## src/rtl/seg_capture_pkg.sv

```systemverilog
// seg_capture_pkg: shared constants and types for the 7-segment scan-bus capture.
package seg_capture_pkg;
   localparam int DIGITS = 6;
   localparam logic [2:0] SEL_IDLE = 3'd6;
   localparam logic [6:0] SEG_PAT [16] = '{
      7'h3F, 7'h06, 7'h5B, 7'h4F, 7'h66, 7'h6D, 7'h7D, 7'h07,
      7'h7F, 7'h6F, 7'h77, 7'h7C, 7'h39, 7'h5E, 7'h79, 7'h71
   };
   typedef struct packed {
      logic       err;
      logic [3:0] nib;
   } dec_t;
endpackage

```

## src/rtl/seg_capture_if.sv

```systemverilog
// seg_capture_if: scan-bus inputs and decoded-frame outputs of the capture block.
interface seg_capture_if;
   import seg_capture_pkg::*;
   logic [2:0]          sel_in;
   logic [7:0]          seg_in;
   logic [4*DIGITS-1:0] data_out;
   logic [DIGITS-1:0]   dp_out;
   logic                frame_valid;
   logic                frame_err;
   logic                frame_changed;
   logic                frame_lost;
   modport master (
      output sel_in, seg_in,
      input  data_out, dp_out, frame_valid, frame_err, frame_changed, frame_lost
   );
   modport slave (
      input  sel_in, seg_in,
      output data_out, dp_out, frame_valid, frame_err, frame_changed, frame_lost
   );
endinterface

```

## src/rtl/seg_capture_decode.sv

```systemverilog
// seg_capture_decode: active-high a..g pattern to hex nibble; unknown patterns flag err.
module seg_capture_decode
   import seg_capture_pkg::*;
(
   input  logic [6:0] i_pat,
   output dec_t       o_dec
);
   always_comb begin
      o_dec = '{err: 1'b1, nib: 4'd0};
      for (int k = 0; k < 16; k++)
         if (i_pat == SEG_PAT[k]) o_dec = '{err: 1'b0, nib: 4'(k)};
   end
endmodule

```

## src/rtl/seg_capture.sv

```systemverilog
// seg_capture: samples the multiplexed sel/seg scan bus and rebuilds the 6-digit display word.
module seg_capture
   import seg_capture_pkg::*;
#(
   parameter bit SEG_ACTIVE_LOW = 1'b1,
   parameter int STABLE_CYC     = 16,
   parameter int TIMEOUT_CYC    = 200000
) (
   input logic           clk,
   input logic           rst,
   seg_capture_if.slave  bus
);
   localparam int SW = $clog2(STABLE_CYC);
   localparam int TW = $clog2(TIMEOUT_CYC);
   logic [2:0]          r_sel, r_sel_d;
   logic [7:0]          r_seg, r_seg_d;
   logic [SW-1:0]       r_stab;
   logic [TW-1:0]       r_to;
   logic [4*DIGITS-1:0] r_nib, r_data;
   logic [DIGITS-1:0]   r_dp, r_err, r_map, r_dpo;
   logic                r_valid, r_ferr, r_changed, r_lost;
   dec_t                w_dec;
   logic                w_same, w_acc, w_full, w_exp, w_clr;
   logic [DIGITS-1:0]   w_bit;
   seg_capture_decode u_dec (.i_pat(r_seg[6:0]), .o_dec(w_dec));
   // accept on the transition into the saturated count, so each dwell yields one accept
   assign w_same = {r_sel, r_seg} == {r_sel_d, r_seg_d};
   assign w_acc  = w_same && r_stab == SW'(STABLE_CYC - 2) && r_sel < SEL_IDLE;
   assign w_full = &r_map;
   assign w_exp  = |r_map && !w_full && !w_acc && r_to == TW'(TIMEOUT_CYC - 1);
   assign w_clr  = w_full || w_exp;
   assign w_bit  = w_acc ? DIGITS'(1) << r_sel : '0;
   always_ff @(posedge clk or posedge rst) begin
      if (rst) begin
         r_sel     <= '0;
         r_sel_d   <= '0;
         r_seg     <= '0;
         r_seg_d   <= '0;
         r_stab    <= '0;
         r_to      <= '0;
         r_nib     <= '0;
         r_dp      <= '0;
         r_err     <= '0;
         r_map     <= '0;
         r_data    <= '0;
         r_dpo     <= '0;
         r_valid   <= 1'b0;
         r_ferr    <= 1'b0;
         r_changed <= 1'b0;
         r_lost    <= 1'b0;
      end else begin
         r_sel   <= bus.sel_in;
         r_seg   <= SEG_ACTIVE_LOW ? ~bus.seg_in : bus.seg_in;
         r_sel_d <= r_sel;
         r_seg_d <= r_seg;
         r_stab  <= !w_same ? '0 : r_stab == SW'(STABLE_CYC - 1) ? r_stab : r_stab + 1'b1;
         if (w_acc) begin
            r_nib[{r_sel, 2'b00} +: 4] <= w_dec.nib;
            r_dp[r_sel]                <= r_seg[7];
         end
         r_map     <= (w_clr ? '0 : r_map) | w_bit;
         r_err     <= ((w_clr ? '0 : r_err) & ~w_bit) | ({DIGITS{w_dec.err}} & w_bit);
         r_to      <= (w_acc || w_clr || r_map == '0) ? '0 : r_to + 1'b1;
         r_valid   <= w_full;
         r_lost    <= w_exp;
         r_changed <= w_full && {r_nib, r_dp} != {r_data, r_dpo};
         if (w_full) begin
            r_data <= r_nib;
            r_dpo  <= r_dp;
            r_ferr <= |r_err;
         end
      end
   end
   assign bus.data_out      = r_data;
   assign bus.dp_out        = r_dpo;
   assign bus.frame_valid   = r_valid;
   assign bus.frame_err     = r_ferr;
   assign bus.frame_changed = r_changed;
   assign bus.frame_lost    = r_lost;
endmodule
```

## src/flat_wrapper.sv

```systemverilog
// flat-port wrapper written by rule: the top's interface ports become plain ports
module seg_capture_flat import seg_capture_pkg::*;
#(
   parameter bit SEG_ACTIVE_LOW = 1'b1,
   parameter int STABLE_CYC     = 16,
   parameter int TIMEOUT_CYC    = 200000
)
  (clk, rst, bus_sel_in, bus_seg_in, bus_data_out, bus_dp_out, bus_frame_valid, bus_frame_err, bus_frame_changed, bus_frame_lost);
  seg_capture_if bus_i ();
  input logic clk;
  input logic rst;
  input wire logic [$bits(bus_i.sel_in)-1:0] bus_sel_in;
  input wire logic [$bits(bus_i.seg_in)-1:0] bus_seg_in;
  output wire logic [$bits(bus_i.data_out)-1:0] bus_data_out;
  output wire logic [$bits(bus_i.dp_out)-1:0] bus_dp_out;
  output wire logic [$bits(bus_i.frame_valid)-1:0] bus_frame_valid;
  output wire logic [$bits(bus_i.frame_err)-1:0] bus_frame_err;
  output wire logic [$bits(bus_i.frame_changed)-1:0] bus_frame_changed;
  output wire logic [$bits(bus_i.frame_lost)-1:0] bus_frame_lost;
  assign bus_i.sel_in = bus_sel_in;
  assign bus_i.seg_in = bus_seg_in;
  assign bus_data_out = bus_i.data_out;
  assign bus_dp_out = bus_i.dp_out;
  assign bus_frame_valid = bus_i.frame_valid;
  assign bus_frame_err = bus_i.frame_err;
  assign bus_frame_changed = bus_i.frame_changed;
  assign bus_frame_lost = bus_i.frame_lost;
  seg_capture #(.SEG_ACTIVE_LOW(SEG_ACTIVE_LOW), .STABLE_CYC(STABLE_CYC), .TIMEOUT_CYC(TIMEOUT_CYC)) u_core (.clk(clk), .rst(rst), .bus(bus_i));
endmodule
```

## config.mk

```make
export PLATFORM = sky130hd
export DESIGN_NAME = seg_capture_flat
export DESIGN_NICKNAME = d
export VERILOG_FILES = /design/src/rtl/seg_capture_pkg.sv /design/src/rtl/seg_capture_if.sv /design/src/rtl/seg_capture_decode.sv /design/src/rtl/seg_capture.sv /design/src/flat_wrapper.sv
export SDC_FILE = /design/constraint.sdc
export NUM_CORES = 1
export LEC_CHECK = 0
export BUFFER_PORTS_ARGS = -buffer_cell sky130_fd_sc_hd__buf_2
export CAP_MARGIN = 20
export CORE_MARGIN = 5
export CORE_UTILIZATION = 55
export DETAILED_ROUTE_END_ITERATION = 8
export MAX_ROUTING_LAYER = met4
export PLACE_DENSITY = 0.76
export SLEW_MARGIN = 0
export SYNTH_ARGS = -nofsm -noshare
export SYNTH_HDL_FRONTEND = slang
export SYNTH_SLANG_ARGS = --single-unit
```

## constraint.sdc

```tcl
create_clock -name clk -period 4.4 [get_ports clk]
set_clock_uncertainty 0.2 [all_clocks]
set_input_delay 0.66 -clock clk [delete_from_list [all_inputs] [get_ports clk]]
set_output_delay 0.66 -clock clk [all_outputs]
set_load 0.05 [all_outputs]
```

==> flow_summary.json <==
{
  "io_pins": 47,
  "cts.sinks": 120,
  "post-synth-top-area-cell": "dfrtp_1",
  "grt_pass1_vias": 4196,
  "grt_max_degree": 46,
  "crit_slowest_cell": "dfrtp_1",
  "die_w_um": 112,
  "viasPerCell": 5.53,
  "synth_flop_cell": "dfrtp_1",
  "hpwl_um": 8320,
  "antenna_found_initial": 0,
  "grtUsageTotal_pct": 21.2,
  "place_congestion": 0.876,
  "max_stage_delay_ns": 0.61,
  "fillers": 767,
  "syn2layout_area_growth_pct": 15.9,
  "syn_nets": 559,
  "cp-start-kind": "register",
  "drt-pass1-iter-count": 5,
  "io_buffers": 46,
  "maxCapViolations": 0,
  "rsz0062_at_grt": "no",
  "drive_gt1_share_pct": 20.9,
  "core_um2": 10200,
  "timing.reg2reg.setup_slack_ns": 1.65,
  "status": "finished, final reports clean",
  "cts_setup_buffers": 0,
  "fin_nets": 608,
  "finalSetupViolations": 0,
  "netlist_area_um2": 5710,
  "max_freq_ghz": 0.364,
  "vias": 4062,
  "yosys_register_bits": 120,
  "cts-htree-levels": 4,
  "dieArea_um2": 12500,
  "cp-end-kind": "register",
  "required_ns": 4.59,
  "tns_ns": 0,
  "wl_per_cell_um": 16.3,
  "crit_chain": "xor2_1, nor4_4, and4_2, and4_1, mux2_2",
  "drtIter0Drc": 296,
  "power.total_mw": 2.53,
  "cts_made_buffers": 17,
  "power.leakage_nw": 3.27,
  "path_clk_slew_ns": 0.05,
  "finalNonFillerCells": 735,
  "fin_hold_ws_ns": 0.0723,
  "start_util_pct": 55.8,
  "synth_cell_type_count": 53,
  "synth_top_area_share_pct": 52.6,
  "min_period_ns": 2.75,
  "path_class": "reg -> reg",
  "syn_inst": 537,
  "cts_tree": "yes",
  "antenna_cells": 0,
  "row_count": 37,
  "worstPathMaxFanout": 15,
  "arrival_ns": 2.94,
  "final_core_utilization_pct": 64.7,
  "synth_area_per_cell_um2": 10.6,
  "clock-root-buffer": "clkbuf_8",
  "hold_class": "in -> reg",
  "die_h_um": 112,
  "slew_violations": 0,
  "finalCritPeriodShare_pct": 62.5,
  "cts.path.max_buffers": 2,
  "overflow": 0,
  "synth.area.top_cells": "dfrtp_1 53%, nand2_1 6.9%, mux2_2 5.1%",
  "wl_um": 12000,
  "placed_cells": 702,
  "hold_violations": 0,
  "slew_headroom_pct": 37.0,
  "yosysWarnings": 0,
  "ir_drop_uv": 262,
  "clock_latency_ns": 0.51,
  "drc_errors": 0,
  "drtAntennaViolNets": 0,
  "power_density_nw_per_um2": 381,
  "seq_area_frac_synth_pct": 52.6,
  "grt_first_pass_wirelength_um": 20600,
  "synth_enable_flop_cells": 0,
  "worstMarginPinSlew_ns": 0.935,
  "async_flop_share_pct": 100
}
-- worst max-delay path, delay by kind of cell, from the launching register on --
kind | cells | cell delay (ns)
AND/OR/NAND/NOR | 3 | 1.28
XOR/XNOR | 1 | 0.17
flip-flops | 1 | 0.61
multiplexers | 1 | 0.36
-- cell usage after synthesis, drive strengths merged, types with 3 or more instances --
| master | count |
|---|---|
| o21bai | 3 |
| clkbuf | 11 |
| inv | 24 |
| dfrtp | 120 |
| buf | 10 |
| and4 | 4 |
| and3 | 7 |
| ha | 9 |
| a31oi | 3 |
| a21oi | 5 |
| mux2i | 6 |
| nor2 | 30 |
| nor4 | 11 |
| nand2 | 105 |
| a211oi | 3 |
| nand3 | 22 |
| nor3 | 8 |
| nand4 | 18 |
| nor2b | 4 |
| xnor2 | 33 |
| o21ai | 8 |
| o311ai | 6 |
| or3 | 4 |
| xor2 | 26 |
| mux2 | 30 |
-- state kept, by name, summed over array words and instances (netlist names), 6 cells and up --
name / count
u_core.r_seg: 8
u_core.r_to: 18
u_core.r_map: 6
u_core.bus.data_out: 24
u_core.r_dp: 6
u_core.r_seg_d: 8
u_core.r_err: 6
u_core.bus.dp_out: 6
u_core.r_nib: 24
-- cell families after synthesis --
group | Yosys count | synth area share, %
compound gates | 34 | 4.05
xor+xnor | 59 | 9.18
fa+ha+maj | 9 | 1.97
buf+inv | 45 | 3.37
flops | 120 | 52.6
mux | 36 | 7.03
simple gates | 234 | 21.8
-- final cells by class --
type / count / area (um^2) / share of cell area (%)
sequential: 120 / 3000 / 45.4
multi-input combinational: 372 / 2520 / 38.0
clock buffer: 17 / 414 / 6.25
timing repair buffer: 51 / 270 / 4.08
tap: 136 / 170 / 2.57
clock inverter: 15 / 154 / 2.32
inverter: 24 / 92.6 / 1.40
-- power by group --
group,switching (mW),internal (mW)
Clock,0.504,0.805
Sequential,0.0218,1.11
Combinational,0.0534,0.0264
Total,0.579,1.95
-- metal layers --
layer / GRT usage (%) / part of all wire, % / vias to the layer above
li1: - / - / 1927
met4: 7.95 / 1.9 / 0
met2: 35.1 / 52 / 93
met3: 5.27 / 4.1 / 24
met1: 25.0 / 42 / 2018
met5: - / 0 / -
-- per-stage QoR --
step / instance area (um^2) / setup WS [ns]
final: 6620 / 1.65
after floorplan: 5710 / 0.354
after global routing: 6620 / 1.38
after CTS: 6620 / 1.66
after global placement: 6040 / 1.75
after detailed placement: 6040 / 1.69
-- cells in the final DEF (no fill, tap or decap), types with 5 or more instances in the layout --
master     count
o311ai_0       6
inv_1         23
nor4_1         8
a21oi_1        5
ha_1           9
nand3_1       22
mux2i_1        6
xnor2_1       33
nand4_1       16
and3_1         7
mux2_2        26
nor2_1        30
xor2_1        25
nor3_1         6
clkbuf_16     16
o21ai_0        8
dfrtp_1      120
nand2_1      105
buf_2         46
-- worst paths after layout --
| kind | endpoint | depth (start not counted) | startpoint |
|---|---|---|---|
| setup / recovery | u_core.r_nib[5] | 5 | u_core.r_seg[4] |
| hold / removal | u_core.r_sel[2] | 1 | bus_sel_in[2] |
| setup reg to reg | u_core.r_nib[5] | 5 | u_core.r_seg[4] |
| hold reg to reg | u_core.r_to[0] | 1 | u_core.r_to[0] |
| max in group asynchronous | u_core.r_nib[14] | 4 | rst |
| min in group asynchronous | u_core.r_seg[0] | 3 | rst |
-- timing repair --
item | in CTS | in global routing
hold endpoints to repair | 34 | 0
hold buffers | 1 | 0
resized for setup | 0 | 0
Note: power is estimated with default switching activity, not from simulation.
